**src/rtl/pwm_capture_if.sv**
```systemverilog
// Measurement result channel of pwm_capture: valid/ready handshake plus data and status flags.
interface pwm_capture_if #(
    parameter int CNT_W = 16
);
    logic             m_valid;
    logic             m_ready;
    logic [CNT_W-1:0] m_period;
    logic [CNT_W-1:0] m_high;
    logic             m_timeout;
    logic             m_overrun;

    modport master (
        output m_valid, m_period, m_high, m_timeout, m_overrun,
        input  m_ready
    );

    modport slave (
        input  m_valid, m_period, m_high, m_timeout, m_overrun,
        output m_ready
    );
endinterface

```
**src/rtl/pwm_capture.sv**
```systemverilog
// PWM period / high-time meter with valid/ready result channel.
// Optional glitch filter on the synchronized input: define PWM_CAPTURE_FILTER_EN.
module pwm_capture #(
    parameter int CNT_W  = 16,
    parameter int FILT_N = 3
) (
    input  logic          clk,
    input  logic          rst_n,
    input  logic          pwm_in,
    pwm_capture_if.master m
);

    if (CNT_W < 4 || FILT_N < 1) begin : g_param_check
        $error("pwm_capture: CNT_W must be >= 4 and FILT_N >= 1");
    end

    typedef enum logic [1:0] {
        IDLE,
        ARMED,
        STUCK
    } state_e;

    localparam logic [CNT_W-1:0] CNT_MAX = '1;

    logic             s1_q, s2_q, s3_q;
    logic             lvl, rise;
    state_e           state_q, state_d;
    logic [CNT_W-1:0] pcnt_q, pcnt_d;
    logic [CNT_W-1:0] hcnt_q, hcnt_d;
    logic             report;
    logic [CNT_W-1:0] rep_period, rep_high;
    logic             rep_timeout;
    logic             valid_q, valid_d;
    logic [CNT_W-1:0] period_q, period_d;
    logic [CNT_W-1:0] high_q, high_d;
    logic             timeout_q, timeout_d;
    logic             overrun_q, overrun_d;

    always_ff @(posedge clk or negedge rst_n) begin
        if (!rst_n) begin
            s1_q <= 1'b0;
            s2_q <= 1'b0;
            s3_q <= 1'b0;
        end else begin
            s1_q <= pwm_in;
            s2_q <= s1_q;
            s3_q <= lvl;
        end
    end

`ifdef PWM_CAPTURE_FILTER_EN
    localparam int FC_W = (FILT_N > 1) ? $clog2(FILT_N) : 1;

    logic            filt_q;
    logic [FC_W-1:0] fcnt_q;

    // fcnt_q counts consecutive s2 samples that disagree with the filtered level
    always_ff @(posedge clk or negedge rst_n) begin
        if (!rst_n) begin
            filt_q <= 1'b0;
            fcnt_q <= '0;
        end else if (s2_q == filt_q) begin
            fcnt_q <= '0;
        end else if (fcnt_q == FC_W'(FILT_N - 1)) begin
            filt_q <= s2_q;
            fcnt_q <= '0;
        end else begin
            fcnt_q <= fcnt_q + FC_W'(1);
        end
    end

    assign lvl = filt_q;
`else
    assign lvl = s2_q;
`endif

    assign rise = lvl & ~s3_q;

    always_comb begin
        state_d     = state_q;
        report      = 1'b0;
        rep_period  = pcnt_q;
        rep_high    = hcnt_q;
        rep_timeout = 1'b0;
        case (state_q)
            IDLE: begin
                if (rise) state_d = ARMED;
            end
            ARMED: begin
                if (rise) begin
                    report = 1'b1;
                end else if (pcnt_q == CNT_MAX) begin
                    report      = 1'b1;
                    rep_period  = CNT_MAX;
                    rep_high    = lvl ? CNT_MAX : '0;
                    rep_timeout = 1'b1;
                    state_d     = STUCK;
                end
            end
            STUCK: begin
                if (rise) state_d = ARMED;
            end
            default: state_d = IDLE;
        endcase
    end

    always_comb begin
        pcnt_d = pcnt_q;
        hcnt_d = hcnt_q;
        if (rise) begin
            pcnt_d = CNT_W'(1);
            hcnt_d = CNT_W'(1);
        end else if (state_q != STUCK) begin
            if (pcnt_q != CNT_MAX) pcnt_d = pcnt_q + CNT_W'(1);
            if (lvl && hcnt_q != CNT_MAX) hcnt_d = hcnt_q + CNT_W'(1);
        end
    end

    // A new report always wins over a handshake; overrun only when unconsumed data is replaced
    always_comb begin
        valid_d   = valid_q;
        period_d  = period_q;
        high_d    = high_q;
        timeout_d = timeout_q;
        overrun_d = overrun_q;
        if (report) begin
            valid_d   = 1'b1;
            period_d  = rep_period;
            high_d    = rep_high;
            timeout_d = rep_timeout;
            overrun_d = valid_q & ~m.m_ready;
        end else if (valid_q && m.m_ready) begin
            valid_d = 1'b0;
        end
    end

    always_ff @(posedge clk or negedge rst_n) begin
        if (!rst_n) begin
            state_q   <= IDLE;
            pcnt_q    <= '0;
            hcnt_q    <= '0;
            valid_q   <= 1'b0;
            period_q  <= '0;
            high_q    <= '0;
            timeout_q <= 1'b0;
            overrun_q <= 1'b0;
        end else begin
            state_q   <= state_d;
            pcnt_q    <= pcnt_d;
            hcnt_q    <= hcnt_d;
            valid_q   <= valid_d;
            period_q  <= period_d;
            high_q    <= high_d;
            timeout_q <= timeout_d;
            overrun_q <= overrun_d;
        end
    end

    assign m.m_valid   = valid_q;
    assign m.m_period  = period_q;
    assign m.m_high    = high_q;
    assign m.m_timeout = timeout_q;
    assign m.m_overrun = overrun_q;

endmodule

```
**src/flat_wrapper.sv**
```systemverilog
// flat-port wrapper written by rule: the top's interface ports become plain ports
module pwm_capture_flat 
#(
    parameter int CNT_W  = 16,
    parameter int FILT_N = 3
)
  (clk, rst_n, pwm_in, m_m_valid, m_m_period, m_m_high, m_m_timeout, m_m_overrun, m_m_ready);
  pwm_capture_if #(.CNT_W(CNT_W)) m_i ();
  input  logic clk;
  input  logic rst_n;
  input  logic pwm_in;
  output wire logic [$bits(m_i.m_valid)-1:0] m_m_valid;
  output wire logic [$bits(m_i.m_period)-1:0] m_m_period;
  output wire logic [$bits(m_i.m_high)-1:0] m_m_high;
  output wire logic [$bits(m_i.m_timeout)-1:0] m_m_timeout;
  output wire logic [$bits(m_i.m_overrun)-1:0] m_m_overrun;
  input wire logic [$bits(m_i.m_ready)-1:0] m_m_ready;
  assign m_m_valid = m_i.m_valid;
  assign m_m_period = m_i.m_period;
  assign m_m_high = m_i.m_high;
  assign m_m_timeout = m_i.m_timeout;
  assign m_m_overrun = m_i.m_overrun;
  assign m_i.m_ready = m_m_ready;
  pwm_capture #(.CNT_W(CNT_W), .FILT_N(FILT_N)) u_core (.clk(clk), .rst_n(rst_n), .pwm_in(pwm_in), .m(m_i));
endmodule
```
**config.mk**
```make
export PLATFORM = sky130hd
export DESIGN_NAME = pwm_capture_flat
export DESIGN_NICKNAME = d
export VERILOG_FILES = /design/src/rtl/pwm_capture_if.sv /design/src/rtl/pwm_capture.sv /design/src/flat_wrapper.sv
export SDC_FILE = /design/constraint.sdc
export NUM_CORES = 1
export LEC_CHECK = 0
export ABC_CLOCK_PERIOD_IN_PS = 2700
export CAP_MARGIN = 20
export CORE_MARGIN = 5
export CORE_UTILIZATION = 50
export DETAILED_ROUTE_END_ITERATION = 10
export DONT_BUFFER_PORTS = 1
export PLACE_DENSITY = 0.77
export SYNTH_ARGS = -nofsm -noshare
export SYNTH_HDL_FRONTEND = slang
export SYNTH_SLANG_ARGS = --single-unit
```
**constraint.sdc**
```tcl
create_clock -name clk -period 2.7 [get_ports clk]
set_input_delay 0.54 -clock clk [delete_from_list [all_inputs] [get_ports clk]]
set_output_delay 0.54 -clock clk [all_outputs]
set_load 0.005 [all_outputs]
```
==> results.json, run 1 <==
{
  "run_status": "finished clean",
  "final-max-slew-violation-count": 0,
  "leakagePower_nw": 1.618,
  "placement_rows": 31,
  "pwr-share-comb_pct": 14.0,
  "end_kind": "flop",
  "setup_viol_count_final": 0,
  "synth.lib_cells_used.distinct": 44,
  "design.die.area_sq_um": 9013,
  "clock-sinks": 72,
  "pin_count_of_the_biggest_net_entering_global_routing": 73,
  "worstSetupPathType": "reg2reg",
  "post_cts_resized": 0,
  "worst_pin_slew_ns": 0.6850,
  "seq_power_share_pct": 52.4,
  "slew-limit-headroom_pct": 54.33,
  "initial_antenna_violation_count": 0,
  "root_buffer": "sky130_fd_sc_hd__clkbuf_8",
  "peakVddDrop_mv": 0.3507,
  "postSynthAreaPerCell_sq_um": 9.202,
  "detail_route.vias_per_cell": 5.950,
  "cp_data_arrival_time_ns": 2.46,
  "synthCells": 392,
  "clock_tree_from_tritoncts": "done",
  "p_switching_mw": 0.7505,
  "place.port_buffers": 0,
  "internal_power_component_mw": 1.872,
  "syn-num-nets": 398,
  "layout_commonest_cell": "sky130_fd_sc_hd__dfrtp_1",
  "place.gp.congestion": 0.8425,
  "clockBufferDepth": 2,
  "clock_power_share_pct": 33.6,
  "synth_area_sq_um": 3607,
  "floorplan.initialDensity_pct": 50.54,
  "ant_nets": 0,
  "critPathMaxFanout": 7,
  "fmax_mhz": 455.6,
  "worst_skew_pair.late_latency_ns": 0.34,
  "clkSlewWorstSetupHoldPaths_ns": 0.07,
  "critPathRequiredTime_ns": 2.96,
  "cts-buffers-inserted": 9,
  "tns_ns": 0,
  "final.setup_skew_ns": 0.006631,
  "drv_cap": 0,
  "track_usage_pct": 20.14,
  "detailedRoute.firstIterationViolations": 241,
  "core_area_sq_um": 7137,
  "drt_pre_antenna_iters": 4,
  "multi_input_area_sq_um": 1675,
  "met3_usage_pct": 5.896,
  "h-tree-depth": 3,
  "busiest_layer": "met1",
  "route.detailed.wl_per_inst_um": 16.86,
  "synth_flop_cell": "sky130_fd_sc_hd__dfrtp_1",
  "synth-warning-count": 0,
  "finalWirelength_um": 8361,
  "syn2layout_area_growth_pct": 9.712,
  "finish.instance_area_sq_um": 3958,
  "cp_launch_type": "flop",
  "layout-drive-gt1-share_pct": 9.320,
  "timing_hold_violations_final": 0,
  "fillerInstances": 649,
  "grt_pass1_wl_um": 14200,
  "final-seq-area_sq_um": 1802,
  "synth.yosys.seq_area_share_pct": 49.95,
  "dp_hpwl_um": 5548,
  "grt_setup_unrepaired": "false",
  "ys_seq_elements": 72,
  "die_w_um": 94.94,
  "post-place-cells": 480,
  "finish.net_count": 399,
  "vias": 2951,
  "use_met1_pct": 29.56,
  "fin_crit_sh_pct": 81.29,
  "power.density_cell_area_nw_per_um2": 662.7,
  "synthArstFlopShare_pct": 100.0,
  "first_global_vias": 2841,
  "post-route-min-period_ns": 2.195,
  "mostFrequentLayoutCells": "72 x sky130_fd_sc_hd__dfrtp_1, 58 x sky130_fd_sc_hd__nor2_1, 35 x sky130_fd_sc_hd__a21oi_1",
  "worstHoldPathType": "in2async",
  "finalNonFillerCells": 496,
  "n_antenna_cell": 0,
  "grt_overflow": 0,
  "floorplan_die_height_um": 94.94,
  "drc": 0,
  "ioPinCount": 39,
  "global_route.usage.met2_pct": 27.89,
  "fin_util_pct": 55.45,
  "swShare_pct": 28.62,
  "synth-edff-count": 0,
  "timing.reg2reg.worst_path_depth": 5,
  "dpl_cell_area_sq_um": 3725
}
-- flip-flops by register name, indices dropped and copies added (netlist names) --
name / flops
u_core.m.m_period: 16
u_core.pcnt_q: 16
u_core.s3_q: 1
u_core.lvl: 1
u_core.state_q: 2
u_core.m.m_high: 16
u_core.hcnt_q: 16
u_core.m.m_valid: 1
u_core.s1_q: 1
u_core.m.m_timeout: 1
u_core.m.m_overrun: 1
-- routing by layer --
metal	part of all wire, %	vias up
li1	-	1430
met3	6.9	10
met1	46	1424
met2	46	87
met5	0	-
met4	1.1	0
-- Yosys cell counts (2+ instances only) --
library cell / n / area share (%)
sky130_fd_sc_hd__and3_1: 10 / 1.7
sky130_fd_sc_hd__nand2b_1: 12 / 2.1
sky130_fd_sc_hd__clkbuf_1: 20 / 2.1
sky130_fd_sc_hd__inv_1: 7 / 0.73
sky130_fd_sc_hd__a21oi_1: 35 / 4.9
sky130_fd_sc_hd__a2111o_1: 2 / 0.62
sky130_fd_sc_hd__nand3_1: 17 / 2.4
sky130_fd_sc_hd__nor2_1: 58 / 6.0
sky130_fd_sc_hd__nor3_1: 6 / 0.83
sky130_fd_sc_hd__nand2_1: 32 / 3.3
sky130_fd_sc_hd__o22ai_1: 16 / 2.8
sky130_fd_sc_hd__nand3b_1: 2 / 0.42
sky130_fd_sc_hd__o31ai_1: 4 / 0.83
sky130_fd_sc_hd__nand4_1: 6 / 1.0
sky130_fd_sc_hd__a31oi_1: 4 / 0.69
sky130_fd_sc_hd__o21ai_0: 7 / 0.97
sky130_fd_sc_hd__mux2i_1: 12 / 3.3
sky130_fd_sc_hd__and4_1: 5 / 1.2
sky130_fd_sc_hd__a211oi_1: 26 / 5.4
sky130_fd_sc_hd__o41ai_1: 3 / 0.73
sky130_fd_sc_hd__dfrtp_1: 72 / 50
sky130_fd_sc_hd__ha_1: 2 / 0.69
sky130_fd_sc_hd__buf_6: 2 / 0.62
sky130_fd_sc_hd__nor2b_1: 4 / 0.69
sky130_fd_sc_hd__or4_1: 4 / 0.83
sky130_fd_sc_hd__nor4_1: 6 / 1.0
-- power groups by stage --
stage | clock [mW] | combinational (mW) | sequential [mW]
after floorplan | 0 | 0.282 | 1.35
after global placement | 0 | 0.322 | 1.39
after detailed placement | 0 | 0.339 | 1.40
after CTS | 0.904 | 0.368 | 1.38
after global routing | 0.952 | 0.418 | 1.40
final | 0.881 | 0.366 | 1.38
-- per-stage QoR --
stage	setup WS [ns]	hold slack, ns	power [mW]
after floorplan	0.7214	0.2444	1.630
after global placement	0.6449	0.2483	1.713
after detailed placement	0.5528	0.2479	1.737
after CTS	0.5306	0.08636	2.649
after global routing	0.3421	0.08941	2.772
final	0.5052	0.08339	2.623
-- final timing paths --
| path | start | endpoint | slack, ns |
|---|---|---|---|
| setup / recovery | u_core.pcnt_q[0] | u_core.pcnt_q[12] | 0.51 |
| hold / removal | rst_n | u_core.pcnt_q[3] | 0.08 |
| setup reg to reg | u_core.pcnt_q[0] | u_core.pcnt_q[12] | 0.51 |
| hold reg to reg | u_core.s1_q | u_core.lvl | 0.35 |
| max in group asynchronous | rst_n | u_core.pcnt_q[13] | 2.33 |
| min in group clk | pwm_in | u_core.s1_q | 0.22 |
-- timing repair --
item | in CTS | in global routing
hold buffers | 1 | 0
setup buffers | 0 | 0
endpoints found under the hold margin | 72 | 0
-- cell type report --
class	count	share of cell area, %
inverters	7	0.6639
clock buffers	12	4.173
multi-input cells	289	42.33
flip-flops and latches	72	45.53
well taps	99	3.130
clock inverters	3	1.012
repair buffers	14	3.162
-- worst max-delay path, cell delays in order (launching register included) --
cell and delay (ns):
sky130_fd_sc_hd__dfrtp_1 0.44, sky130_fd_sc_hd__ha_1 0.31, sky130_fd_sc_hd__nand4_1 0.28, sky130_fd_sc_hd__nor4_1 0.32, sky130_fd_sc_hd__or4b_2 0.61, sky130_fd_sc_hd__a21oi_1 0.16
-- cells by family after synthesis --
logic type	share of synthesized area (%)
AND/OR/NAND/NOR	23.55
flip-flops	49.95
adder cells (fa/ha/maj)	0.6936
buffers and inverters	3.677
AO/OA/AOI/OAI	18.49
multiplexers	3.642
No activity file was read; power rests on OpenSTA's default activity.
==> run 2: changes to the inputs <==
Settings changed: ABC_CLOCK_PERIOD_IN_PS 2700 to 1880, PLACE_DENSITY 0.77 to 0.8.
Clock period 2.7 ns to 1.88 ns, I/O delays scaled along.
==> results.json, run 2 (synthesis results as in run 1) <==
{
  "clkSlewWorstSetupHoldPaths_ns": 0.08,
  "end_kind": "flop",
  "drc": 0,
  "setup_viol_count_final": 0,
  "worst_path_dominant_cell_family": "simple AND/OR/NAND/NOR gates",
  "critPathMaxFanout": 10,
  "first_global_vias": 2968,
  "fmax_mhz": 539.3,
  "p_switching_mw": 1.097,
  "clock_tree_from_tritoncts": "done",
  "internal_power_component_mw": 2.839,
  "floorplan_die_height_um": 94.94,
  "power.density_cell_area_nw_per_um2": 934.1,
  "peakVddDrop_mv": 0.4590,
  "slew-limit-headroom_pct": 72.21,
  "cp_data_arrival_time_ns": 2.13,
  "h-tree-depth": 3,
  "grt_overflow": 0,
  "place.port_buffers": 0,
  "final-max-slew-violation-count": 0,
  "ordered_cell_list_for_the_critical_path": "nor2b_4 > or4b_4 > or4_1 > a21oi_1",
  "syn2layout_area_growth_pct": 16.82,
  "placement_rows": 31,
  "critical-path-slowest-cell": "sky130_fd_sc_hd__or4b_4",
  "grt_setup_unrepaired": "true",
  "worst_skew_pair.late_latency_ns": 0.35,
  "clock_power_share_pct": 34.4,
  "worstSetupPathType": "reg2reg",
  "pin_count_of_the_biggest_net_entering_global_routing": 73,
  "violations": "negative hold slack",
  "finish.net_count": 424,
  "root_buffer": "sky130_fd_sc_hd__clkbuf_8",
  "fillerInstances": 614,
  "drv_cap": 0,
  "n_antenna_cell": 0,
  "vias": 3177,
  "layout-drive-gt1-share_pct": 17.49,
  "core_area_sq_um": 7137,
  "tns_ns": 0,
  "layout_commonest_cell": "sky130_fd_sc_hd__dfrtp_1",
  "run_status": "finished, violations left",
  "mostFrequentLayoutCells": "71 x sky130_fd_sc_hd__dfrtp_1, 58 x sky130_fd_sc_hd__nor2_1, 37 x sky130_fd_sc_hd__buf_4",
  "finalWirelength_um": 8905,
  "seq_power_share_pct": 49.2,
  "critPathRequiredTime_ns": 2.15,
  "detailedRoute.firstIterationViolations": 334,
  "clock-sinks": 72,
  "fin_crit_sh_pct": 98.64,
  "worst-path-buf-inv": 0,
  "fin_util_pct": 59.05,
  "worst_pin_slew_ns": 0.4169,
  "ioPinCount": 39,
  "swShare_pct": 27.86,
  "detail_route.vias_per_cell": 6.086,
  "grt_pass1_wl_um": 14590,
  "final.setup_skew_ns": 0.01128,
  "slowest_delay_ns": 0.57,
  "place.gp.congestion": 0.9111,
  "ant_nets": 0,
  "floorplan.initialDensity_pct": 50.54,
  "dp_hpwl_um": 5818,
  "leakagePower_nw": 1.742,
  "track_usage_pct": 20.65,
  "post-place-cells": 503,
  "pwr-share-comb_pct": 16.3,
  "cp_launch_type": "flop",
  "cts-buffers-inserted": 9,
  "worstHoldPathType": "in2async",
  "timing_hold_violations_final": 72,
  "initial_antenna_violation_count": 0,
  "finalNonFillerCells": 522,
  "post-route-min-period_ns": 1.854,
  "design.die.area_sq_um": 9013,
  "layout_setup_ws_ns": 0.02563,
  "clockBufferDepth": 2,
  "hold_ws_ns": -0.2871,
  "route.detailed.wl_per_inst_um": 17.06,
  "drt_pre_antenna_iters": 5,
  "dpl_worst_slack_ns": -0.04303,
  "die_w_um": 94.94
}
==> run 2: cell types whose count changed in the layout (fill, tap and decap cells not counted), moves of 2 or more <==
cell                       before  now
sky130_fd_sc_hd__nor4_2         0    2
sky130_fd_sc_hd__nand3_1       17   15
sky130_fd_sc_hd__nand3_2        0    2
sky130_fd_sc_hd__nor4_1         6    3
sky130_fd_sc_hd__clkbuf_8      12   10
sky130_fd_sc_hd__buf_4         13   37
==> run 2: cell type report <==
cell class | instances | area, sq um | area share (%)
Multi-Input combinational cell | 289 | 1732 | 41.09
Tap cell | 99 | 123.9 | 2.939
Timing Repair Buffer | 39 | 309.0 | 7.334
Inverter | 7 | 26.28 | 0.6235
Clock buffer | 10 | 137.6 | 3.266
Sequential cell | 72 | 1803 | 42.79
Clock inverter | 6 | 82.58 | 1.960
==> run 2: metrics by stage <==
stage	total power [mW]	hold WS, ns	area, sq um
floorplan	2.341	0.08041	3616
global placement	2.550	0.08183	3918
detailed placement	2.584	0.08160	3918
CTS	3.940	-0.3058	4151
global route	4.135	-0.3140	4214
finish	3.936	-0.2871	4214
==> run 2: per-layer routing <==
metal | part of all wire, % | vias up | wire (um) | GRT usage (%)
li1 | - | 1481 | - | -
met1 | 44 | 1559 | 3917 | 28.05
met2 | 47 | 119 | 4211 | 31.18
met3 | 6.8 | 18 | 605 | 5.339
met4 | 1.9 | 0 | 171 | 9.014
met5 | 0 | - | 0 | 0
==> run 2: final timing paths <==
kind / endpoint / slack [ns] / depth (start not counted) / from
worst max-delay path: u_core.pcnt_q[11] / 0.03 / 4 / u_core.state_q[1]
worst min-delay path: u_core.m.m_timeout / -0.29 / 0 / rst_n
worst max register to register: u_core.pcnt_q[11] / 0.03 / 4 / u_core.state_q[1]
worst min register to register: u_core.lvl / 0.35 / 0 / u_core.s1_q
max in group asynchronous: u_core.state_q[0] / 2.04 / 0 / rst_n
min in group clk: u_core.s1_q / 0.06 / 0 / pwm_in
==> run 2: timing repair <==
action | 4_1_cts | 5_1_grt
hold endpoints to repair | 72 | 72
setup buffers | 0 | 3
setup endpoints to repair | 3 | 15
resized for setup | 3 | 9
==> run 2: power by group through the flow <==
stage                     registers (mW)  logic (mW)  clock network (mW)
final                               1.94       0.642                1.36
after global routing                1.97       0.722                1.44
after CTS                           1.94       0.615                1.38
after detailed placement            1.97       0.612                   0
after global placement              1.96       0.587                   0
after floorplan                     1.94       0.404                   0
